$ cat src/rtl/mont_pkg.sv
// ---------------------------------------------------------------------------
// mont_pkg: shared state encoding and chunk constants for the Montgomery sequencer.
// Rev 1.0
// ---------------------------------------------------------------------------
`default_nettype none

package mont_pkg;

  typedef enum logic [2:0] {
    IDLE     = 3'd0,
    LOAD     = 3'd1,
    ACC_B    = 3'd2,
    ACC_M    = 3'd3,
    COLLAPSE = 3'd4,
    SUB      = 3'd5,
    DONE     = 3'd6
  } state_e;

  localparam logic [3:0] CHUNK_IDLE     = 4'd8;
  localparam logic [3:0] CHUNK_LAST     = 4'd5;
  localparam int         N_BITS_DEFAULT = 512;
  localparam int         ITER_W         = $clog2(N_BITS_DEFAULT / 2);

  // Iteration counter width for an arbitrary operand width; never below 1 bit.
  function automatic int iter_width(input int n_bits);
    int w;
    w = $clog2(n_bits / 2);
    if (w < 1) w = 1;
    return w;
  endfunction

endpackage

`default_nettype wire

$ cat src/rtl/mont_chunk_counter.sv
// ---------------------------------------------------------------------------
// mont_chunk_counter: chunk index for collapse/subtract; holds CHUNK_IDLE when unused.
// Rev 1.0
// ---------------------------------------------------------------------------
`default_nettype none

module mont_chunk_counter
  import mont_pkg::*;
#(
  parameter logic [3:0] LAST = CHUNK_LAST
) (
  input  logic       clk,
  input  logic       resetn,
  input  logic       idle_i,
  input  logic       zero_i,
  input  logic       en_i,
  output logic [3:0] sel_o,
  output logic       last_o
);

  logic [3:0] sel_q;
  logic [3:0] sel_d;

  always_comb begin
    sel_d = sel_q;
    if (idle_i) begin
      sel_d = CHUNK_IDLE;
    end else if (zero_i) begin
      sel_d = 4'd0;
    end else if (en_i) begin
      sel_d = (sel_q == LAST) ? 4'd0 : sel_q + 4'd1;
    end
  end

  always_ff @(posedge clk) begin
    if (!resetn) begin
      sel_q <= CHUNK_IDLE;
    end else begin
      sel_q <= sel_d;
    end
  end

  assign sel_o  = sel_q;
  assign last_o = (sel_q == LAST);

endmodule

`default_nettype wire

$ cat src/rtl/mont_sequencer.sv
// ---------------------------------------------------------------------------
// mont_sequencer: drives the carry-save Montgomery adder through accumulate,
// collapse and conditional-subtract phases. MONT_SUB_GUARD_EN adds sub_error.
// Rev 1.0
// ---------------------------------------------------------------------------
`default_nettype none

module mont_sequencer
  import mont_pkg::*;
#(
  parameter int N_BITS         = 512,
  parameter int N_CHUNKS       = 5,
  parameter int MAX_SUB_ROUNDS = 4
) (
  input  logic              clk,
  input  logic              resetn,
  input  logic              start,
  input  logic [N_BITS-1:0] in_a,
  input  logic              c_zero,
  input  logic              c_one,
  input  logic              sub_finished,
  output logic              acc_clear,
  output logic              enable_c,
  output logic              c_doubleshift,
  output logic              subtract,
  output logic [3:0]        chunk_sel,
  output logic [1:0]        b_sel,
  output logic [1:0]        m_sel,
  output logic              busy,
  output logic              done
`ifdef MONT_SUB_GUARD_EN
  ,
  output logic              sub_error
`endif
);

  localparam int             IW        = iter_width(N_BITS);
  localparam logic [IW-1:0]  ITER_LAST = IW'(N_BITS / 2 - 1);

  state_e            state_q, state_d;
  logic              start_q, start_d;
  logic [N_BITS-1:0] a_q, a_d;
  logic [IW-1:0]     iter_q, iter_d;
  logic              chunk_last;
  logic              guard_trip;

  mont_chunk_counter #(
    .LAST (4'(N_CHUNKS))
  ) u_chunk (
    .clk    (clk),
    .resetn (resetn),
    .idle_i (!(state_d inside {COLLAPSE, SUB})),
    .zero_i ((state_d == COLLAPSE) && (state_q != COLLAPSE)),
    .en_i   (state_q inside {COLLAPSE, SUB}),
    .sel_o  (chunk_sel),
    .last_o (chunk_last)
  );

`ifdef MONT_SUB_GUARD_EN
  localparam int            RW         = (MAX_SUB_ROUNDS > 1) ? $clog2(MAX_SUB_ROUNDS) : 1;
  localparam logic [RW-1:0] ROUND_LAST = RW'(MAX_SUB_ROUNDS - 1);
  logic [RW-1:0] round_q, round_d;
  logic          sub_error_q, sub_error_d;
  wire           round_limit = (round_q == ROUND_LAST);
`else
  wire           round_limit = 1'b0;
`endif

  always_comb begin
    state_d       = state_q;
    start_d       = start_q;
    a_d           = a_q;
    iter_d        = iter_q;
    acc_clear     = 1'b0;
    enable_c      = 1'b0;
    c_doubleshift = 1'b0;
    subtract      = 1'b0;
    b_sel         = 2'b00;
    m_sel         = 2'b00;
    done          = 1'b0;
    guard_trip    = 1'b0;
    case (state_q)
      IDLE: begin
        // start is registered for one cycle before the multiply begins
        if (start_q) begin
          start_d = 1'b0;
          state_d = LOAD;
        end else if (start) begin
          start_d = 1'b1;
          a_d     = in_a;
        end
      end
      LOAD: begin
        acc_clear = 1'b1;
        iter_d    = '0;
        state_d   = ACC_B;
      end
      ACC_B: begin
        enable_c = 1'b1;
        b_sel    = a_q[1:0];
        state_d  = ACC_M;
      end
      ACC_M: begin
        c_doubleshift = 1'b1;
        m_sel         = {c_one, c_zero};
        a_d           = a_q >> 2;
        iter_d        = iter_q + 1'b1;
        state_d       = (iter_q == ITER_LAST) ? COLLAPSE : ACC_B;
      end
      COLLAPSE: begin
        if (chunk_last) state_d = SUB;
      end
      SUB: begin
        subtract = 1'b1;
        // completion is only honoured on the last chunk of a round
        if (chunk_last) begin
          if (sub_finished) begin
            state_d = DONE;
          end else if (round_limit) begin
            state_d    = DONE;
            guard_trip = 1'b1;
          end
        end
      end
      DONE: begin
        done    = 1'b1;
        state_d = IDLE;
      end
      default: state_d = IDLE;
    endcase
  end

  always_ff @(posedge clk) begin
    if (!resetn) begin
      state_q <= IDLE;
      start_q <= 1'b0;
      a_q     <= '0;
      iter_q  <= '0;
    end else begin
      state_q <= state_d;
      start_q <= start_d;
      a_q     <= a_d;
      iter_q  <= iter_d;
    end
  end

  assign busy = (state_q != IDLE) || start_q;

`ifdef MONT_SUB_GUARD_EN
  always_comb begin
    round_d     = round_q;
    sub_error_d = sub_error_q;
    if (state_q == COLLAPSE) begin
      round_d = '0;
    end else if ((state_q == SUB) && chunk_last) begin
      round_d = round_q + 1'b1;
    end
    if (guard_trip) begin
      sub_error_d = 1'b1;
    end else if ((state_q == IDLE) && !start_q && start) begin
      sub_error_d = 1'b0;
    end
  end

  always_ff @(posedge clk) begin
    if (!resetn) begin
      round_q     <= '0;
      sub_error_q <= 1'b0;
    end else begin
      round_q     <= round_d;
      sub_error_q <= sub_error_d;
    end
  end

  assign sub_error = sub_error_q;
`endif

endmodule

`default_nettype wire

$ cat config.mk
export PLATFORM = sky130hd
export DESIGN_NAME = mont_sequencer
export DESIGN_NICKNAME = d
export VERILOG_FILES = /design/src/rtl/mont_pkg.sv /design/src/rtl/mont_chunk_counter.sv /design/src/rtl/mont_sequencer.sv
export SDC_FILE = /design/constraint.sdc
export NUM_CORES = 1
export LEC_CHECK = 0
export CAP_MARGIN = 0
export CELL_PAD_IN_SITES_DETAIL_PLACEMENT = 0
export CELL_PAD_IN_SITES_GLOBAL_PLACEMENT = 1
export CORE_ASPECT_RATIO = 1.5
export CORE_MARGIN = 2
export CORE_UTILIZATION = 54
export CTS_BUF_LIST = sky130_fd_sc_hd__clkbuf_2
export DETAILED_ROUTE_END_ITERATION = 16
export DONT_BUFFER_PORTS = 1
export PLACE_DENSITY_LB_ADDON = 0.1
export SYNTH_ARGS = -nofsm -noshare
export SYNTH_HDL_FRONTEND = slang
export SYNTH_HIERARCHICAL = 1
export SYNTH_SLANG_ARGS = --single-unit
$ cat constraint.sdc
create_clock -name clk -period 4.1 [get_ports clk]
set_input_delay 0.82 -clock clk [delete_from_list [all_inputs] [get_ports clk]]
set_output_delay 0.82 -clock clk [all_outputs]
set_load 0.03 [all_outputs]
==> flow_summary.yaml, run 1 <==
status:
  status: "aborted with a tool error"
  lastStage: "4_1_cts"
  error: "[ERROR RSZ-0060] Max buffer count reached."
clocking:
  cts.sinks: 528
  cts_setup_buffers: 0
  cts_root_buf: "clkbuf_2"
  cts-resized-gates: 0
  cts_max_path_buffers: 3
  hold_buffers: 594
  cts_inserted_buffers: 133
  htreeDepth: 4
logic_synthesis:
  syn-mean-instance-area_um2: 9.66
  synthCells: 2499
  yosysTopAreaCell: "dfxtp_1"
  synth_edf_count: 0
  synth_flop_cell: "dfxtp_1"
  syn-num-nets: 3018
  synth_cell_types: 46
  async_flop_share: 0
  synthesis.area_um2: 24200
  ys_seq_area_frac: 0.438
  yosys_warnings: 6
  yosysTopAreaCellShare: 0.438
  netlist_top_cells_area: "dfxtp_1 44%, a32o_1 21%, o2bb2ai_1 18%"
  synth_seq_cells: 528
placed_design:
  post-place-ws_ns: 1.32
  numPortBuffers: 0
  gp_congestion: 0.795
  dp_hpwl_um: 39600
floorplan:
  die-height_um: 263
  num_rows: 94
  io_pins: 532
  fp.dieW_um: 177
  initial_core_util: 0.549
==> cell usage after synthesis, types with 5 or more instances <==
library cell	instances
buf_2	90
and2_1	6
clkbuf_1	227
dfxtp_1	528
o2bb2ai_1	510
buf_4	24
inv_1	7
buf_1	5
a21oi_1	7
nand2_1	522
a32o_1	510
o21ai_0	7
==> cells by family after synthesis <==
family                     count (synthesis)  share of synthesized area
AOI/OAI and AO/OA                       1053                      0.406
xor gates and xnor gates                   2                   0.000725
adders and majority gates                  1                   0.000518
buffers and inverters                    355                     0.0636
DFF                                      528                      0.438
muxes                                      1                   0.000414
and+or+nand+nor                          559                     0.0915
==> stage by stage <==
step	utilization	instance area (um2)	std cells	hold slack, ns
detailed placement	0.539	23700	2753	0.452
global placement	0.539	23700	2753	0.444
floorplan	-	24200	2499	0.429
==> run 2, diff against run 1 <==
==> config.mk (replaced) <==
export PLATFORM = sky130hd
export DESIGN_NAME = mont_sequencer
export DESIGN_NICKNAME = d
export VERILOG_FILES = /design/src/rtl/mont_pkg.sv /design/src/rtl/mont_chunk_counter.sv /design/src/rtl/mont_sequencer.sv
export SDC_FILE = /design/constraint.sdc
export NUM_CORES = 1
export LEC_CHECK = 0
export CAP_MARGIN = 0
export CORE_MARGIN = 2
export CORE_UTILIZATION = 39
export DETAILED_ROUTE_END_ITERATION = 16
export DONT_BUFFER_PORTS = 1
export PLACE_DENSITY_LB_ADDON = 0.15
export SYNTH_ARGS = -nofsm -noshare
export SYNTH_HDL_FRONTEND = slang
export SYNTH_HIERARCHICAL = 1
export SYNTH_SLANG_ARGS = --single-unit
==> flow_summary.yaml, run 2 <==
status:
  status: "finished, violations left"
  violations: "slew limit, setup timing"
placed_design:
  post-place-ws_ns: 1.36
  dp_cells: 2977
  dp_hpwl_um: 42900
  gp_congestion: 0.763
  numPortBuffers: 0
clocking:
  cts_max_path_buffers: 3
  cts_root_buf: "clkbuf_16"
  cts.clk_slew.worst_paths_ns: 0.06
  cts_inserted_buffers: 59
  cts.sinks: 528
  insertion_delay_ns: 0.61
  cts_tree: "done"
  cts-resized-gates: 0
  hold_buffers: 0
  htreeDepth: 2
  cts_setup_buffers: 0
worst_hold_path:
  hp-class: "in2reg"
sta:
  setup_viol: 10
  slew_viol_final: 1099
  rsz0062_at_grt: "false"
  hold_viol: 0
  holdWs_ns: 0.370
  setup_ws_ns: -0.465
  max_slew_margin: -2.00
  post-route-period-util: 1.11
  max_slew.worst_pin.slew_ns: 4.51
  layout_min_cycle_time_ns: 4.56
  fmax_mhz: 219
  skew_ns: 0.0122
setup_path:
  critPathBufInv: 1
  crit_family: "buffers and inverters"
  cp_cell_sequence: "clkinv_1, a221oi_1"
  worstPathArrival_ns: 5.05
  cp_slowest_cell: "clkinv_1"
  cp.required_ns: 4.59
  critPathMaxStageDelay_ns: 1.47
  crit_type: "in2reg"
  crit_fanout: 1026
  end_kind: "flop"
  cp-start-kind: "input port"
detailed_routing:
  routed-wl-met3_um: 6130
  dr.first_iter.drc_count: 2235
  wl_met2_um: 32900
  m1WireLength_um: 29500
  via_per_inst: 6.40
  drtPass1Iterations: 7
  wl_per_cell_um: 22.9
  totalWireLength_um: 71000
  top_layer: "met5"
  num_vias: 19900
  drc: 0
  postRouteAntennaNets: 0
power_and_ir_drop:
  power_w: 0.0135
  p_leak_nw: 7.87
  p_per_area_nw_per_um2: 518
  peakVddDrop_mv: 0.302
logic_synthesis:
  ys_top_cells_by_count: "528 x dfxtp_1, 522 x nand2_1, 510 x a32o_1, 510 x o2bb2ai_1, 227 x clkbuf_1"
  syn-num-nets: 3018
  netlist_top_cells_area: "dfxtp_1 44%, a32o_1 21%, o2bb2ai_1 18%"
  synthesis.area_um2: 24200
  synth.most_common_cell: "dfxtp_1"
  yosysTopAreaCell: "dfxtp_1"
  synth_cell_types: 46
  yosysTopAreaCellShare: 0.438
  async_flop_share: 0
  yosys_warnings: 6
  synth_edf_count: 0
  synth_flop_cell: "dfxtp_1"
  synth_seq_cells: 528
  synthCells: 2499
  ys_seq_area_frac: 0.438
  syn-mean-instance-area_um2: 9.66
global_route:
  grt_pass1_vias: 18500
  grt_max_degree: 1027
  grt_use_total: 0.208
  antenna_found_initial: 23
  grt_pass1_wl_um: 108000
  overflow: 0
floorplan:
  dieArea_um2: 63900
  die-height_um: 253
  initial_core_util: 0.393
  fp.dieW_um: 253
  num_rows: 91
  io_pins: 532
  core_area_um2: 61500
cells_and_area:
  fin_cells: 3107
  largest_reg_flops: 512
  largest-register: "a_q"
  nets: 2767
  layout-drive-gt1-share: 0.0562
  fin_util: 0.423
  final_common_cell: "dfxtp_1"
  syn2layout_area_growth_pct: 7.63
  final_cell_mix: "528 x dfxtp_1, 522 x nand2_1, 510 x a32o_1, 510 x o2bb2ai_1, 61 x clkbuf_16"
run:
  cap_violations: 0
run 2: cell counts after synthesis:
Identical to the previous run, type by type.
run 2: final timing paths:
check | endpoint | startpoint | cells after the start | slack [ns]
max | state_q[0]$_SDFF_PN0_ | resetn | 2 | -0.46
min | a_q[426]$_SDFFE_PN0P_ | resetn | 1 | 0.37
max reg2reg | a_q[241]$_SDFFE_PN0P_ | state_q[1]$_SDFF_PN0_ | 5 | 1.39
min reg2reg | a_q[467]$_SDFFE_PN0P_ | a_q[467]$_SDFFE_PN0P_ | 2 | 0.46
run 2: layout make-up:
cell class              count  area, um2
multi-input cells        1616      12100
clock inverters            14       78.8
well taps                 790        988
repair buffers             34        443
diodes                     22       55.1
flip-flops and latches    528      10600
fillers                  5955      35500
inverters                   9       41.3
clock buffers              94       1760
run 2: routing by layer:
metal / vias to the layer above / GRT usage
met3: 133 / 0.0761
li1: 9437 / -
met2: 567 / 0.325
met5: - / 0
met1: 9737 / 0.258
met4: 10 / 0.0888
run 2: logic make-up after synthesis:
family | count (synthesis) | synth area share
AOI/OAI and AO/OA | 1053 | 0.406
and+or+nand+nor | 559 | 0.0915
DFF | 528 | 0.438
buffers and inverters | 355 | 0.0636
xor gates and xnor gates | 2 | 0.000725
muxes | 1 | 0.000414
adders and majority gates | 1 | 0.000518
run 2: metrics by stage:
step           cell area, um2  setup TNS (ns)
2_1_floorplan           24200               0
3_3_place_gp            24100               0
3_5_place_dp            24100               0
4_1_cts                 25900               0
5_1_grt                 26000               0
6_report                26000           -3.27
run 2: report_power, final:
group | switching (W) | internal [W]
clock network | 0.00215 | 0.00292
registers | 0.000316 | 0.00572
logic | 0.00131 | 0.00104
(Power assumes the default switching activity.)
